$ cat config.mk
export PLATFORM = sky130hd
export DESIGN_NAME = red_accum_ctrl_flat
export DESIGN_NICKNAME = d
export VERILOG_FILES = /design/src/rtl/red_accum_if.sv /design/src/rtl/red_accum_ctrl.sv /design/src/flat_wrapper.sv
export SDC_FILE = /design/constraint.sdc
export NUM_CORES = 1
export LEC_CHECK = 0
export ABC_AREA = 1
export ABC_CLOCK_PERIOD_IN_PS = 2300
export CORE_ASPECT_RATIO = 1.75
export CORE_MARGIN = 5
export CORE_UTILIZATION = 51
export CTS_BUF_LIST = sky130_fd_sc_hd__clkbuf_4 sky130_fd_sc_hd__clkbuf_8 sky130_fd_sc_hd__clkbuf_16
export DETAILED_ROUTE_END_ITERATION = 7
export GPL_ROUTABILITY_DRIVEN = 0
export PLACE_DENSITY = 0.84
export SYNTH_ARGS = -nofsm -noshare
export SYNTH_HDL_FRONTEND = slang
export SYNTH_SLANG_ARGS = --single-unit
export TNS_END_PERCENT = 5
$ cat constraint.sdc
create_clock -name clk -period 2.3 [get_ports clk]
set_input_delay 0.345 -clock clk [delete_from_list [all_inputs] [get_ports clk]]
set_output_delay 0.345 -clock clk [all_outputs]
set_load 0.005 [all_outputs]
$ cat src/rtl/red_accum_if.sv
// red_accum_if: start/operand, memory read port and RED unit signals of the reduction sequencer.
interface red_accum_if #(
  parameter int ADDR_W = 16,
  parameter int LEN_W  = 8
);
  logic              start;
  logic [ADDR_W-1:0] base_addr;
  logic [LEN_W-1:0]  num_pairs;
  logic [ADDR_W-1:0] mem_addr;
  logic              mem_ren;
  logic [15:0]       mem_rdata;
  logic [15:0]       red_a;
  logic [15:0]       red_b;
  logic [15:0]       red_sum;
  logic              busy;
  logic              done;
  logic [15:0]       result;
  logic              ovfl;
  modport master (
    output start, base_addr, num_pairs, mem_rdata, red_sum,
    input  mem_addr, mem_ren, red_a, red_b, busy, done, result, ovfl
  );
  modport slave (
    input  start, base_addr, num_pairs, mem_rdata, red_sum,
    output mem_addr, mem_ren, red_a, red_b, busy, done, result, ovfl
  );
endinterface

$ cat src/rtl/red_accum_ctrl.sv
// red_accum_ctrl: fetches word pairs, feeds the RED unit and accumulates its results with signed saturation.
module red_accum_ctrl #(
  parameter int ADDR_W = 16,
  parameter int LEN_W  = 8
) (
  input logic       clk,
  input logic       rst,
  red_accum_if.slave bus
);
  typedef enum logic [2:0] {IDLE, RD_A, RD_B, CAP_B, ACC, DONE} state_t;
  state_t            state;
  logic [ADDR_W-1:0] addr;
  logic [LEN_W-1:0]  cnt;
  logic [15:0]       acc;
  logic [16:0]       sum;
  logic              of;
  logic [15:0]       acc_sat;
  logic [ADDR_W-1:0] base;
  assign base    = {bus.base_addr[ADDR_W-1:1], 1'b0};
  assign sum     = {acc[15], acc} + {bus.red_sum[15], bus.red_sum};
  assign of      = sum[16] ^ sum[15];
  assign acc_sat = of ? (sum[16] ? 16'h8000 : 16'h7fff) : sum[15:0];
  // Outputs are registered, so each transition sets the values seen in the next state.
  always_ff @(posedge clk) begin
    if (rst) begin
      state        <= IDLE;
      addr         <= '0;
      cnt          <= '0;
      acc          <= '0;
      bus.mem_addr <= '0;
      bus.mem_ren  <= 1'b0;
      bus.red_a    <= '0;
      bus.red_b    <= '0;
      bus.busy     <= 1'b0;
      bus.done     <= 1'b0;
      bus.result   <= '0;
      bus.ovfl     <= 1'b0;
    end else begin
      bus.done <= 1'b0;
      case (state)
        IDLE: if (bus.start) begin
          addr     <= base;
          cnt      <= bus.num_pairs;
          acc      <= '0;
          bus.ovfl <= 1'b0;
          if (bus.num_pairs == '0) begin
            state      <= DONE;
            bus.done   <= 1'b1;
            bus.result <= '0;
          end else begin
            state        <= RD_A;
            bus.busy     <= 1'b1;
            bus.mem_ren  <= 1'b1;
            bus.mem_addr <= base;
          end
        end
        RD_A: begin
          state        <= RD_B;
          bus.mem_addr <= addr + ADDR_W'(2);
        end
        RD_B: begin
          state       <= CAP_B;
          bus.red_a   <= bus.mem_rdata;
          bus.mem_ren <= 1'b0;
        end
        CAP_B: begin
          state     <= ACC;
          bus.red_b <= bus.mem_rdata;
        end
        ACC: begin
          acc      <= acc_sat;
          bus.ovfl <= bus.ovfl | of;
          addr     <= addr + ADDR_W'(4);
          cnt      <= cnt - 1'b1;
          if (cnt == LEN_W'(1)) begin
            state      <= DONE;
            bus.done   <= 1'b1;
            bus.busy   <= 1'b0;
            bus.result <= acc_sat;
          end else begin
            state        <= RD_A;
            bus.mem_ren  <= 1'b1;
            bus.mem_addr <= addr + ADDR_W'(4);
          end
        end
        default: state <= IDLE;
      endcase
    end
  end
endmodule

$ cat src/flat_wrapper.sv
// flat-port wrapper written by rule: the top's interface ports become plain ports
module red_accum_ctrl_flat 
#(
  parameter int ADDR_W = 16,
  parameter int LEN_W  = 8
)
  (clk, rst, bus_start, bus_base_addr, bus_num_pairs, bus_mem_rdata, bus_red_sum, bus_mem_addr, bus_mem_ren, bus_red_a, bus_red_b, bus_busy, bus_done, bus_result, bus_ovfl);
  red_accum_if #(.ADDR_W(ADDR_W), .LEN_W(LEN_W)) bus_i ();
  input logic clk;
  input logic rst;
  input wire logic [$bits(bus_i.start)-1:0] bus_start;
  input wire logic [$bits(bus_i.base_addr)-1:0] bus_base_addr;
  input wire logic [$bits(bus_i.num_pairs)-1:0] bus_num_pairs;
  input wire logic [$bits(bus_i.mem_rdata)-1:0] bus_mem_rdata;
  input wire logic [$bits(bus_i.red_sum)-1:0] bus_red_sum;
  output wire logic [$bits(bus_i.mem_addr)-1:0] bus_mem_addr;
  output wire logic [$bits(bus_i.mem_ren)-1:0] bus_mem_ren;
  output wire logic [$bits(bus_i.red_a)-1:0] bus_red_a;
  output wire logic [$bits(bus_i.red_b)-1:0] bus_red_b;
  output wire logic [$bits(bus_i.busy)-1:0] bus_busy;
  output wire logic [$bits(bus_i.done)-1:0] bus_done;
  output wire logic [$bits(bus_i.result)-1:0] bus_result;
  output wire logic [$bits(bus_i.ovfl)-1:0] bus_ovfl;
  assign bus_i.start = bus_start;
  assign bus_i.base_addr = bus_base_addr;
  assign bus_i.num_pairs = bus_num_pairs;
  assign bus_i.mem_rdata = bus_mem_rdata;
  assign bus_i.red_sum = bus_red_sum;
  assign bus_mem_addr = bus_i.mem_addr;
  assign bus_mem_ren = bus_i.mem_ren;
  assign bus_red_a = bus_i.red_a;
  assign bus_red_b = bus_i.red_b;
  assign bus_busy = bus_i.busy;
  assign bus_done = bus_i.done;
  assign bus_result = bus_i.result;
  assign bus_ovfl = bus_i.ovfl;
  red_accum_ctrl #(.ADDR_W(ADDR_W), .LEN_W(LEN_W)) u_core (.clk(clk), .rst(rst), .bus(bus_i));
endmodule
==> impl_metrics.toml <==
[run_status]
status = "completed"

[synth]
syn-instance-count = 845
ys_seq_elements = 110
synthDominantCellAreaShare = 0.377
post_synth_most_frequent_cells = "sky130_fd_sc_hd__nand2_1, sky130_fd_sc_hd__nor2_1, sky130_fd_sc_hd__dfxtp_1, sky130_fd_sc_hd__o21ai_0, sky130_fd_sc_hd__inv_1"
synth.distinct_cells = 43
synth-warning-count = 0
synthesis.area_per_instance_um2 = 6.91
synthMostInstantiatedCell = "sky130_fd_sc_hd__nand2_1"
postSynth.asyncResetShare = 0
synth_flop_cell = "sky130_fd_sc_hd__dfxtp_1"
synth-edff-count = 0
synth_nets = 925
ys_top_cells_by_area = "sky130_fd_sc_hd__dfxtp_1, sky130_fd_sc_hd__nand2_1, sky130_fd_sc_hd__o21ai_0"
synth_largest_area_cell = "sky130_fd_sc_hd__dfxtp_1"
ys_seq_area_frac = 0.377
syn_area_mm2 = 0.00584

[cells_and_area]
drive_above_1_share = 0.146
insertedDiodeCount = 0
fin_util = 0.729
syn_to_final_growth_pct = 39.4
fin_nets = 1089

[route]
remaining_drc_errors = 0
detailedRoute.firstIterationViolations = 506
avgViaCountPerCell = 5.57
vias = 6367
routed_wl_um = 18100
wire_per_inst_um = 15.8
drtPass1Iterations = 7
route.antenna.remaining_nets = 0

[die]
start_util = 0.523
die_height_um = 152
core_mm2 = 0.0112
x_dimension_of_the_die_um = 90.9
boundary_pin_count = 127
num_rows = 51
full_die_area_mm2 = 0.0138

[worst_setup_path]
timing.critical_path.buf_inv = 3
cpPeakStageDelay_ns = 0.48
crit_end = "u_core.acc[6]$_SDFFE_PP0P_"
regToRegStartpoint = "u_core.acc[0]$_SDFFE_PP0P_"
cp.arrival_ns = 2.57
critPathLaunchType = "input pin"
critPathCaptureType = "flop"
timing.reg2reg.setup_slack_ns = 0.01
crit_top_cell = "sky130_fd_sc_hd__nand2_2"
crit_cells = 14
critPathTopFamily = "buffers and inverters"
critical_path.cell_chain = "clkdlybuf4s50_1 -> ha_2 -> nand2_1 -> inv_1 -> a21oi_2 -> nand2_2 -> nand2_2 -> nand2_2 -> nand2_1 -> nand2_2 -> a21oi_4 -> clkbuf_16 -> nand2_2 -> a21oi_1"
worst-endpoint-required_ns = 2.57
crit_type = "input pin to flop"
slowest_stage = "sky130_fd_sc_hd__clkdlybuf4s50_1"
cp_launch_point = "bus_red_sum[5]"
worst_r2r_endpoint = "u_core.acc[6]$_SDFFE_PP0P_"
worst-path-max-fanout = 7
timing.reg2reg.worst_path_depth = 14

[grt]
grt_pass1_wl_um = 28700
grt_use_total = 0.255
initial_antenna_violation_count = 0
grt_overflow_total = 0
vias_in_the_first_global_route = 6176
grt_start_max_net_pins = 59

[sta]
post-route-period-util = 1.00
report.final.hold_viol_count = 0
slew_headroom = 0.590
timing_worst_slew_pin_value_ns = 0.608
finClkSkew_ns = 0.00499
final.hold.worst_slack_ns = 0.467
report.final.slew_viol_count = 0
setup_viol = 0
max_clock_freq_mhz = 435
timing.final.crit_period_ns = 2.30

[clocking]
cts_htree_levels = 3
cts-buffers-inserted = 9
max-clock-path-buffers = 2
clkSlewWorstSetupHoldPaths_ns = 0.07
tritoncts_clock_tree = "built"
cts.sink_count = 110
cts_hold_buffers = 0
clk_root_buffer_cell = "sky130_fd_sc_hd__clkbuf_16"
clock_insertion_delay_worst_skew_ns = 0.35

[place]
detailed_place_hpwl_um = 12900
portBuffers = 125

[worst_hold_path]
timing.hold.worst_path_depth = 2
holdCritPathClass = "flop to flop"

[power]
power-per-cell-area_mw_per_mm2 = 611
p_leak_nw = 3.47
vdd.ir_drop.worst_uv = 587

[flow_run]
maxCapViolations = 0
-- layer usage --
layer | up-vias | GRT usage | part of all wire
met5 | - | 0 | 0
met4 | 0 | 0.137 | 0.055
met3 | 79 | 0.0445 | 0.053
met2 | 239 | 0.471 | 0.53
met1 | 2921 | 0.274 | 0.36
li1 | 3128 | - | -
-- flip-flops by register name, indices dropped and copies added, names as in the netlist --
signal               count
u_core.bus.mem_ren       1
u_core.cnt               8
u_core.bus.busy          1
u_core.acc              16
u_core.bus.red_a        16
u_core.bus.red_b        16
u_core.bus.ovfl          1
u_core.state             3
u_core.addr             15
u_core.bus.mem_addr     16
u_core.bus.done          1
u_core.bus.result       16
-- cells in the final DEF, fill, tap and decap left out, types with 4 or more instances in the layout --
master,instances
sky130_fd_sc_hd__a21oi_2,21
sky130_fd_sc_hd__xor2_1,5
sky130_fd_sc_hd__nand2_2,22
sky130_fd_sc_hd__a221oi_1,7
sky130_fd_sc_hd__buf_12,4
sky130_fd_sc_hd__a41oi_1,5
sky130_fd_sc_hd__nand3_1,51
sky130_fd_sc_hd__nand2_1,160
sky130_fd_sc_hd__nand2_4,6
sky130_fd_sc_hd__nand4_1,7
sky130_fd_sc_hd__clkbuf_16,10
sky130_fd_sc_hd__o21ai_0,100
sky130_fd_sc_hd__nor2_1,112
sky130_fd_sc_hd__nand3b_1,4
sky130_fd_sc_hd__a31oi_1,6
sky130_fd_sc_hd__dfxtp_1,110
sky130_fd_sc_hd__xnor2_1,8
sky130_fd_sc_hd__a21oi_1,45
sky130_fd_sc_hd__clkdlybuf4s50_1,124
sky130_fd_sc_hd__ha_1,13
sky130_fd_sc_hd__inv_1,80
sky130_fd_sc_hd__o211ai_1,7
sky130_fd_sc_hd__ha_4,5
sky130_fd_sc_hd__buf_4,56
-- worst min-delay path by stage --
stage                                   startpoint                             endpoint  slack (ns)
3_5_place_dp   u_core.bus.mem_addr[0]$_SDFFE_PP0P_  u_core.bus.mem_addr[0]$_SDFFE_PP0P_        0.45
2_1_floorplan          u_core.acc[10]$_SDFFE_PP0P_          u_core.acc[10]$_SDFFE_PP0P_        0.45
6_report       u_core.bus.mem_addr[0]$_SDFFE_PP0P_  u_core.bus.mem_addr[0]$_SDFFE_PP0P_        0.47
3_3_place_gp   u_core.bus.mem_addr[0]$_SDFFE_PP0P_  u_core.bus.mem_addr[0]$_SDFFE_PP0P_        0.45
5_1_grt                u_core.acc[13]$_SDFFE_PP0P_          u_core.acc[13]$_SDFFE_PP0P_        0.50
4_1_cts        u_core.bus.mem_addr[0]$_SDFFE_PP0P_  u_core.bus.mem_addr[0]$_SDFFE_PP0P_        0.47
-- area by class of cell --
type | instances | area [um^2]
well taps | 132 | 165
flip-flops and latches | 110 | 2200
inverters | 84 | 315
clock inverters | 3 | 45.0
fillers | 854 | 3030
clock buffers | 11 | 253
multi-input cells | 618 | 3380
repair buffers | 186 | 1780
-- through the flow --
| step | TNS, ns | std cells | area (um^2) | setup WS, ns | total power, mW |
|---|---|---|---|---|---|
| after floorplan | 0 | 845 | 5840 | 0.213 | 2.83 |
| after global placement | -9.13 | 1126 | 7570 | -0.323 | 3.38 |
| after detailed placement | -12.13 | 1126 | 7570 | -0.414 | 3.41 |
| after CTS | 0 | 1143 | 7930 | 0.00106 | 4.97 |
| after global routing | -0.744 | 1144 | 8140 | -0.107 | 5.24 |
| final | 0 | 1144 | 8140 | 0.00100 | 4.98 |
-- power breakdown --
| group | switching [mW] | internal (mW) | total [mW] |
|---|---|---|---|
| Combinational | 0.630 | 0.582 | 1.21 |
| Clock | 0.670 | 0.892 | 1.56 |
| Sequential | 0.127 | 2.07 | 2.20 |
-- cells by family (layout without fill, tap and decap cells) --
family | count (synthesis) | in the layout | synth area share
xor+xnor | 13 | 13 | 0.0195
compound gates | 205 | 205 | 0.198
flops | 110 | 110 | 0.377
fa+ha+maj | 21 | 21 | 0.0463
buf+inv | 117 | 284 | 0.0825
simple gates | 379 | 379 | 0.277
-- worst min-delay path, stage by stage (launching register included) --
cell	delay, ns
sky130_fd_sc_hd__dfxtp_1	0.31
sky130_fd_sc_hd__nand3_1	0.08
sky130_fd_sc_hd__inv_1	0.04
-- repair_timing --
item	in CTS	in global routing
setup buffers	2	1
pin swaps	3	17
gates resized for setup	8	48
endpoints found under the setup margin	27	34
hold endpoints to repair	0	0
cloned	1	0
(Power assumes the default switching activity.)
